### config.mk
export PLATFORM = sky130hd
export DESIGN_NAME = aclk_multi_controller_flat
export DESIGN_NICKNAME = d
export VERILOG_FILES = /design/src/rtl/aclk_pkg.sv /design/src/rtl/aclk_multi_controller_if.sv /design/src/rtl/aclk_timeout_timer.sv /design/src/rtl/aclk_multi_controller.sv /design/src/flat_wrapper.sv
export SDC_FILE = /design/constraint.sdc
export NUM_CORES = 1
export LEC_CHECK = 0
export CORE_UTILIZATION = 40
export CTS_CLUSTER_SIZE = 12
export DETAILED_ROUTE_END_ITERATION = 16
export PLACE_DENSITY = 0.72
export SLEW_MARGIN = 25
export SYNTH_ARGS = -nofsm -noshare
export SYNTH_HDL_FRONTEND = slang
export SYNTH_SLANG_ARGS = --single-unit
### constraint.sdc
create_clock -name clk -period 1.4 [get_ports clk]
set_input_delay 0.21 -clock clk [delete_from_list [all_inputs] [get_ports clk]]
set_output_delay 0.21 -clock clk [all_outputs]
set_load 0.02 [all_outputs]
### src/rtl/aclk_pkg.sv
// Shared types and helpers for the alarm-clock keypad/mode controller.
package aclk_pkg;

  localparam logic [3:0] NO_KEY_DEF = 4'd10;
  localparam int         MAX_ALARMS = 32;

  typedef enum logic [2:0] {
    SHOW_TIME        = 3'd0,
    KEY_STORED       = 3'd1,
    SHOW_ALARM       = 3'd2,
    KEY_WAITED       = 3'd3,
    KEY_ENTRY        = 3'd4,
    SET_ALARM_TIME   = 3'd5,
    SET_CURRENT_TIME = 3'd6
  } state_t;

  // Callers slice the low NUM_ALARMS bits of the result.
  function automatic logic [MAX_ALARMS-1:0] onehot(input int unsigned idx);
    logic [MAX_ALARMS-1:0] oh;
    oh = '0;
    if (idx < MAX_ALARMS) oh[idx] = 1'b1;
    return oh;
  endfunction

endpackage

### src/rtl/aclk_multi_controller_if.sv
// Keypad/button side and register-strobe side of the controller.
interface aclk_multi_controller_if #(
  parameter int NUM_ALARMS = 4,
  parameter int SEL_W      = (NUM_ALARMS > 1) ? $clog2(NUM_ALARMS) : 1,
  parameter int DIGITS     = 4
);
  localparam int DCW = $clog2(DIGITS + 1);

  logic                  one_second;
  logic                  alarm_button;
  logic                  time_button;
  logic [SEL_W-1:0]      alarm_sel;
  logic [3:0]            key;

  logic                  shift;
  logic                  show_new_time;
  logic [NUM_ALARMS-1:0] show_a;
  logic [NUM_ALARMS-1:0] load_new_a;
  logic                  load_new_c;
  logic                  reset_count;
  logic [SEL_W-1:0]      alarm_idx;
  logic [DCW-1:0]        digit_count;

  modport master (
    output one_second, alarm_button, time_button, alarm_sel, key,
    input  shift, show_new_time, show_a, load_new_a, load_new_c,
           reset_count, alarm_idx, digit_count
  );

  modport slave (
    input  one_second, alarm_button, time_button, alarm_sel, key,
    output shift, show_new_time, show_a, load_new_a, load_new_c,
           reset_count, alarm_idx, digit_count
  );
endinterface

### src/rtl/aclk_timeout_timer.sv
// Counts one_second pulses while run is high; fires on the TIMEOUT_SEC-th pulse.
module aclk_timeout_timer #(
  parameter int TIMEOUT_SEC = 10
) (
  input  logic clk,
  input  logic rst,
  input  logic run,
  input  logic restart,
  input  logic one_second,
  output logic timeout
);
  localparam int            CW   = $clog2(TIMEOUT_SEC);
  localparam logic [CW-1:0] LAST = CW'(TIMEOUT_SEC - 1);

  logic [CW-1:0] cnt;

  // Never wraps: reaching LAST with a pulse always moves the FSM out of run.
  always_ff @(posedge clk) begin
    if (rst || !run || restart) cnt <= '0;
    else if (one_second)        cnt <= cnt + CW'(1);
  end

  assign timeout = run && one_second && (cnt == LAST);
endmodule

### src/rtl/aclk_multi_controller.sv
// Keypad/mode FSM for a multi-alarm clock: digit entry, alarm show/commit, time commit.
module aclk_multi_controller
  import aclk_pkg::*;
#(
  parameter int         NUM_ALARMS  = 4,
  parameter int         SEL_W       = (NUM_ALARMS > 1) ? $clog2(NUM_ALARMS) : 1,
  parameter int         TIMEOUT_SEC = 10,
  parameter int         DIGITS      = 4,
  parameter logic [3:0] NO_KEY      = NO_KEY_DEF
) (
  input logic                   clk,
  input logic                   rst,
  aclk_multi_controller_if.slave bus
);
  localparam int             DCW = $clog2(DIGITS + 1);
  localparam logic [31:0]    NA  = NUM_ALARMS;
  localparam logic [DCW-1:0] DMX = DCW'(DIGITS);

  state_t                state, state_nxt;
  logic [SEL_W-1:0]      idx_q;
  logic [DCW-1:0]        dc_q;
  logic                  latch_idx;
  logic                  timeout, run, restart;
  logic                  sel_ok, key_hit, dc_full;
  logic [MAX_ALARMS-1:0] oh;

  assign sel_ok  = 32'(bus.alarm_sel) < NA;
  assign key_hit = bus.key != NO_KEY;
  assign dc_full = dc_q == DMX;
  assign run     = (state == KEY_WAITED) || (state == KEY_ENTRY);
  // Each inactivity window is measured from entry into its own state.
  assign restart = (state == KEY_WAITED) && (state_nxt == KEY_ENTRY);

  aclk_timeout_timer #(.TIMEOUT_SEC(TIMEOUT_SEC)) u_timer (
    .clk        (clk),
    .rst        (rst),
    .run        (run),
    .restart    (restart),
    .one_second (bus.one_second),
    .timeout    (timeout)
  );

  always_ff @(posedge clk) begin
    if (rst) begin
      state <= SHOW_TIME;
      idx_q <= '0;
      dc_q  <= '0;
    end else begin
      state <= state_nxt;
      if (latch_idx) idx_q <= bus.alarm_sel;
      if (state == SHOW_TIME)                 dc_q <= '0;
      else if (state == KEY_STORED && !dc_full) dc_q <= dc_q + DCW'(1);
    end
  end

  always_comb begin
    state_nxt = state;
    latch_idx = 1'b0;
    case (state)
      SHOW_TIME: begin
        if (bus.alarm_button && sel_ok) begin
          state_nxt = SHOW_ALARM;
          latch_idx = 1'b1;
        end else if (key_hit) begin
          state_nxt = KEY_STORED;
        end
      end
      SHOW_ALARM: if (!bus.alarm_button) state_nxt = SHOW_TIME;
      KEY_STORED: state_nxt = KEY_WAITED;
      KEY_WAITED: begin
        if (timeout)       state_nxt = SHOW_TIME;
        else if (!key_hit) state_nxt = KEY_ENTRY;
      end
      KEY_ENTRY: begin
        // A held key with a full buffer blocks the commit buttons too.
        if (timeout) begin
          state_nxt = SHOW_TIME;
        end else if (key_hit) begin
          if (!dc_full) state_nxt = KEY_STORED;
        end else if (bus.alarm_button && sel_ok) begin
          state_nxt = SET_ALARM_TIME;
          latch_idx = 1'b1;
        end else if (bus.time_button) begin
          state_nxt = SET_CURRENT_TIME;
        end
      end
      SET_ALARM_TIME, SET_CURRENT_TIME: state_nxt = SHOW_TIME;
      default: state_nxt = SHOW_TIME;
    endcase
  end

  assign oh                = onehot(32'(idx_q));
  assign bus.shift         = state == KEY_STORED;
  assign bus.show_new_time = (state == KEY_STORED) || (state == KEY_WAITED) ||
                             (state == KEY_ENTRY);
  assign bus.show_a        = (state == SHOW_ALARM)     ? oh[NUM_ALARMS-1:0] : '0;
  assign bus.load_new_a    = (state == SET_ALARM_TIME) ? oh[NUM_ALARMS-1:0] : '0;
  assign bus.load_new_c    = state == SET_CURRENT_TIME;
  assign bus.reset_count   = state == SET_CURRENT_TIME;
  assign bus.alarm_idx     = idx_q;
  assign bus.digit_count   = dc_q;
endmodule

### src/flat_wrapper.sv
// flat-port wrapper written by rule: the top's interface ports become plain ports
module aclk_multi_controller_flat import aclk_pkg::*;
#(
  parameter int         NUM_ALARMS  = 4,
  parameter int         SEL_W       = (NUM_ALARMS > 1) ? $clog2(NUM_ALARMS) : 1,
  parameter int         TIMEOUT_SEC = 10,
  parameter int         DIGITS      = 4,
  parameter logic [3:0] NO_KEY      = NO_KEY_DEF
)
  (clk, rst, bus_one_second, bus_alarm_button, bus_time_button, bus_alarm_sel, bus_key, bus_shift, bus_show_new_time, bus_show_a, bus_load_new_a, bus_load_new_c, bus_reset_count, bus_alarm_idx, bus_digit_count);
  aclk_multi_controller_if #(.NUM_ALARMS(NUM_ALARMS), .SEL_W(SEL_W), .DIGITS(DIGITS)) bus_i ();
  input logic clk;
  input logic rst;
  input wire logic [$bits(bus_i.one_second)-1:0] bus_one_second;
  input wire logic [$bits(bus_i.alarm_button)-1:0] bus_alarm_button;
  input wire logic [$bits(bus_i.time_button)-1:0] bus_time_button;
  input wire logic [$bits(bus_i.alarm_sel)-1:0] bus_alarm_sel;
  input wire logic [$bits(bus_i.key)-1:0] bus_key;
  output wire logic [$bits(bus_i.shift)-1:0] bus_shift;
  output wire logic [$bits(bus_i.show_new_time)-1:0] bus_show_new_time;
  output wire logic [$bits(bus_i.show_a)-1:0] bus_show_a;
  output wire logic [$bits(bus_i.load_new_a)-1:0] bus_load_new_a;
  output wire logic [$bits(bus_i.load_new_c)-1:0] bus_load_new_c;
  output wire logic [$bits(bus_i.reset_count)-1:0] bus_reset_count;
  output wire logic [$bits(bus_i.alarm_idx)-1:0] bus_alarm_idx;
  output wire logic [$bits(bus_i.digit_count)-1:0] bus_digit_count;
  assign bus_i.one_second = bus_one_second;
  assign bus_i.alarm_button = bus_alarm_button;
  assign bus_i.time_button = bus_time_button;
  assign bus_i.alarm_sel = bus_alarm_sel;
  assign bus_i.key = bus_key;
  assign bus_shift = bus_i.shift;
  assign bus_show_new_time = bus_i.show_new_time;
  assign bus_show_a = bus_i.show_a;
  assign bus_load_new_a = bus_i.load_new_a;
  assign bus_load_new_c = bus_i.load_new_c;
  assign bus_reset_count = bus_i.reset_count;
  assign bus_alarm_idx = bus_i.alarm_idx;
  assign bus_digit_count = bus_i.digit_count;
  aclk_multi_controller #(.NUM_ALARMS(NUM_ALARMS), .SEL_W(SEL_W), .TIMEOUT_SEC(TIMEOUT_SEC), .DIGITS(DIGITS), .NO_KEY(NO_KEY)) u_core (.clk(clk), .rst(rst), .bus(bus_i));
endmodule
## Word level (Yosys, flattened, before mapping)

Index checks and enable logic that the tools add are counted.

| operators by class | value |
|---|---|
| add/subtract/negate cells | 2 |
| multiply operators | 0 |
| div/mod/pow operators | 0 |
| magnitude comparators | 2 |
| equal/unequal tests | 10 |
| shift-type cells | 0 |
| multiplexer cells | 19 |
| bitwise gates (word level) | 0 |
| reductions and logical operators | 14 |

Operators with widths:

| kind | count |
|---|---|
| 3-bit two-way mux | 10 |
| 3-bit == test (second input constant) | 5 |
| 3-bit one-hot mux with 5 select lines | 1 |
| 4-bit two-way mux | 2 |
| 3-bit by 2-bit == test with 1-bit output (second input constant) | 2 |
| 2-bit by 6-bit < comparator with 1-bit output (second input constant) | 1 |
| 1-bit logical AND | 5 |
| 1-bit logical OR | 5 |
| 4-bit by 1-bit adder with 4-bit output (second input constant) | 1 |
| 4-bit == test (second input constant) | 1 |
| 1-bit two-way mux | 4 |
| 4-bit inequality test (second input constant) | 1 |
| 3-bit by 1-bit adder with 3-bit output (second input constant) | 1 |
| 3-bit by 1-bit == test with 1-bit output (second input constant) | 1 |
| 3-bit zero test | 1 |
| 1-bit demux with 2-bit select | 1 |
| 2-bit by 1-bit >= comparator with 1-bit output (second input constant) | 1 |
| 1-bit zero test | 2 |
| 1-bit one-hot mux with 2 select lines | 1 |
| 2-bit OR reduction | 1 |

| word-level totals | value |
|---|---|
| register bits after elaboration | 12 |
| latch bits | 0 |
| RAM bits | 0 |
| bits in read-only memories | 0 |
| input port bits | 11 |
| logic and storage cells | 51 |
| memories kept | 0 |

## Longest topological paths before layout

Gate-level depths: netlist of the first run.

| logic depth | value |
|---|---|
| word-level depth | 9 |
| mapped depth | 6 |
| depth with buffers taken out | 6 |

## Cells and area by module

From an unflattened synthesis of the first run, not the netlist that was laid out.

| unflattened totals | value |
|---|---|
| cells, all modules | 100 |
| area, all modules | 827.0 um^2 |

Modules (own cells, without submodules):

| module | times used | cells each | area each (um^2) | seq. area each (um^2) |
|---|---|---|---|---|
| aclk_multi_controller | 1 | 78 | 598.1 | 160.2 |
| aclk_timeout_timer | 1 | 22 | 229.0 | 80.1 |

## Worst setup path after synthesis of the first run

No wires, ideal clock.

| path | value |
|---|---|
| path kind | flip-flop to output port |
| from | reg u_core.state[0] |
| to | out bus_reset_count |
| arrival time | 1.281 ns |
| slack | -0.091 ns |
| stages on the path, launching flop included | 4 |
| buffers on the path | 2 |
| cells stage by stage | dfxtp_1 > buf_2 > nor3_1 > buf_4 |

| on the way | value |
|---|---|
| word-level cells in the longest chain between the ends | 1 |

RTL lines:

| what | line | RTL |
|---|---|---|
| start, declared | aclk_multi_controller.sv:19 | `state_t state, state_nxt;` |
| start signal, assigned | aclk_multi_controller.sv:49 | `state <= state_nxt;` |
| 3-bit == test | -- |  |
| end, declared | flat_wrapper.sv:24 | `output wire logic [$bits(bus_i.reset_count)-1:0] bus_reset_count;` |

Every way passes these cells.

## Worst setup path in the final report of the first run

| path | value |
|---|---|
| from | reg u_core.state[1] |
| to | out bus_show_a[2] |

| on the way | value |
|---|---|
| word-level cells in the longest chain between the ends | 2 |

RTL lines:

| what | line | RTL |
|---|---|---|
| 3-bit by 2-bit == test with 1-bit output | aclk_multi_controller.sv:96 | `assign bus.show_a = (state == SHOW_ALARM) ? oh[NUM_ALARMS-1:0] : '0;` |
| 4-bit two-way mux | aclk_multi_controller.sv:96 |  |
| end, declared | flat_wrapper.sv:21 | `output wire logic [$bits(bus_i.show_a)-1:0] bus_show_a;` |

Every way passes these cells.

==> impl_metrics.toml, run 1 <==
[die]
dieArea_sq_um = 2270
core-area_sq_um = 1960
start_util_pct = 42.5
rows = 16
ioPinCount = 28
die-height_um = 47.7
die_width_um = 47.7

[timing]
hold_viol_final = 0
setup_violations = 10
rsz0062_at_grt = "yes"
period_share_pct = 112
finalMaxSlewViolations = 0
finClkSkew_ns = 0.00113
max_freq_mhz = 637
worstMarginPinSlew_ns = 0.270
relSlewSlack_pct = 81.8
fin_crit_ns = 1.57
layout_setup_ws_ns = -0.170

[critical_path]
arrival_ns = 1.36
r2r_end = "u_core.state[0]"
crit_type = "reg -> out"
start_kind = "flop"
cp_slowest_stage_delay_ns = 0.40
rr_startpoint = "u_core.state[0]"
cp-endpoint = "bus_show_a[2]"
cp_max_fo = 4
crit_slowest_cell = "or3_4"
path_cells = "inv_2, or3_4, nor2_1, buf_4"
cp-end-kind = "primary output"
ff2ff_setup_slack_ns = 0.03
crit_start = "u_core.state[1]"
r2r_cells = 7
required_ns = 1.19

[synthesis]
yosysMostFrequentCell = "nor2_1"
muxShareOfSynthArea_pct = 2.40
yosys.area_share.adder_pct = 6.00
synth_top_family_by_area = "simple AND/OR/NAND/NOR gates"
syn_area_sq_um = 835
synth_top_area_share_pct = 28.8
synth_top_cells_by_count = "nor2_1 (14), dfxtp_1 (12), nand2_1 (7)"
synth-compound-area-share_pct = 16.8
yosysUniqueCellTypes = 39
synth_flop_cell = "dfxtp_1"
synthXorXnorAreaFrac_pct = 5.25
syn_avg_cell_area_sq_um = 8.43
yosys_warnings = 0
synth_edf_count = 0
synth_cells = 99
ys_seq_area_share_pct = 28.8
async_reset_ff_share_pct = 0
synth_area_leaders = "dfxtp_1 (29%), nor2_1 (6.3%), ha_1 (6.0%)"
synth-simple-area-share_pct = 33.9
syn_nets = 114
synth_top_area_cell = "dfxtp_1"
yosys_register_bits = 12

[final_layout]
area_delta_synth_final_pct = 70.6
nets = 167
antenna_cells = 0
finalInstanceArea_sq_um = 1420
final_cells = 178
fin_util_pct = 72.6
drive_gt1_share_pct = 47.0

[place]
place_area_sq_um = 1250
port_buffers = 27
pre_cts_ws_ns = -0.350
gp_congestion = 0.857
detailedPlacementHpwl_mm = 1.72
dp.cells = 167

[clock_tree]
cts_tree = "built"
cts_num_sinks = 12
cts_hold_buf = 0
clkTransAtPathRegs_ns = 0.07
cts_buffers = 3
h-tree-depth = 1
worstSkewPairLatency_ns = 0.27
clockBufferDepth = 2
root_buffer = "clkbuf_4"

[status]
status = "complete, but fails checks"
violations = "setup timing"

[drt]
dr_total_vias = 923
routed_wl_mm = 2.46
wl_per_cell_um = 13.8
viasPerCell = 5.19
firstDrtPassIters = 4
drt_iter0_markers = 9
drc_errors = 0
ant_nets = 0

[power]
power_w = 0.000969
power_leakage_nw = 0.614
worst_ir_drop_vdd_mv = 0.544
powerDensity_nw_per_um2 = 681

[grt]
grt_overflow = 0
grt_max_degree = 10
antenna_found_initial = 0
grt_pass1_vias = 828
grt_first_pass_wirelength_mm = 3.34
track_usage_pct = 21.0

[flow_run]
drv_cap = 0

[min_path]
hold_path.class = "reg -> reg"
-- registers in the layout (all words and copies together), names as in the netlist --
| name | flops |
|---|---|
| u_core.u_timer.cnt | 4 |
| u_core.bus.digit_count | 3 |
| u_core.state | 3 |
| u_core.bus.alarm_idx | 2 |
-- power breakdown --
group	leakage (nW)	total [W]	internal (W)	switching (W)
Sequential	0.100	0.000375	0.000357	0.0000180
Combinational	0.492	0.000323	0.000167	0.000155
Clock	0.0210	0.000272	0.000158	0.000114
-- cell type report --
class                           instances  area (sq um)
Sequential cell                        12           250
Tap cell                               27          33.8
Multi-Input combinational cell         77           612
Clock buffer                            4          36.3
Timing Repair Buffer                   53           470
Fill cell                             154           538
Inverter                                5          21.3
-- worst max-delay path, delay by kind of cell (launching register included) --
family	cells	cell delay, ns
buffers and inverters	2	0.20
and+or+nand+nor	2	0.53
DFF	1	0.36
-- what timing repair did --
| action | in CTS | in global routing |
|---|---|---|
| pin swaps | 5 | 9 |
| gates resized for setup | 74 | 27 |
| buffers inserted | 0 | 7 |
| endpoints found under the setup margin | 18 | 15 |
-- layer usage --
| metal | track usage [%] | up-vias | share of wire (%) |
|---|---|---|---|
| met5 | 0 | - | 0 |
| li1 | - | 454 | - |
| met4 | 9.44 | 0 | 2.1 |
| met3 | 4.91 | 5 | 5.2 |
| met1 | 23.8 | 430 | 39 |
| met2 | 37.3 | 34 | 53 |
-- through the flow --
stage / setup TNS [ns] / hold slack [ns]
2_1_floorplan: -0.0399 / 0.363
3_3_place_gp: -3.70 / 0.479
3_5_place_dp: -4.64 / 0.492
4_1_cts: -0.407 / 0.499
5_1_grt: -1.48 / 0.538
6_report: -0.862 / 0.498
-- how the worst min path moves through the flow --
stage,from,cells after the start,end
after CTS,bus_alarm_sel[0],3,u_core.bus.alarm_idx[0]
after detailed placement,u_core.bus.digit_count[1],2,u_core.bus.digit_count[1]
after floorplan,bus_alarm_button,2,u_core.state[1]
after global routing,u_core.bus.digit_count[1],2,u_core.bus.digit_count[1]
final,u_core.bus.digit_count[1],2,u_core.bus.digit_count[1]
after global placement,u_core.bus.digit_count[1],2,u_core.bus.digit_count[1]
-- placed cells by master (no fill, tap or decap), types with 2 or more instances in the layout --
cell,n
a21oi_1,4
nor2_2,2
clkdlybuf4s50_1,10
buf_6,9
inv_2,2
nor3_1,3
dlygate4sd2_1,5
xnor2_1,2
xor2_1,3
dfxtp_2,5
buf_4,28
nand2_1,6
o21ai_1,2
ha_1,3
nand3_1,3
dfxtp_1,6
nand2b_1,6
a21o_1,2
inv_1,2
a211oi_2,2
clkbuf_4,3
mux2i_1,2
nor2_1,11
nor3_4,2
-- cells by family (layout without fill, tap and decap cells) --
group | after synthesis | count (layout)
and+or+nand+nor | 47 | 47
AOI/OAI and AO/OA | 19 | 19
DFF | 12 | 12
buffers and inverters | 10 | 62
xor gates and xnor gates | 5 | 5
adders and majority gates | 4 | 4
muxes | 2 | 2
Power figures use the tool's default switching activity.
==> run 2: changes to the inputs <==
Settings changed: SLEW_MARGIN 25 to not set.
==> results of run 2 <==
The final DEF is identical to that of run 1; final timing and power are the same.
==> run 3: changes to the inputs <==
Settings changed: CAP_MARGIN set to 20.
==> results of run 3 <==
The final DEF is identical to that of run 1; final timing and power are the same.
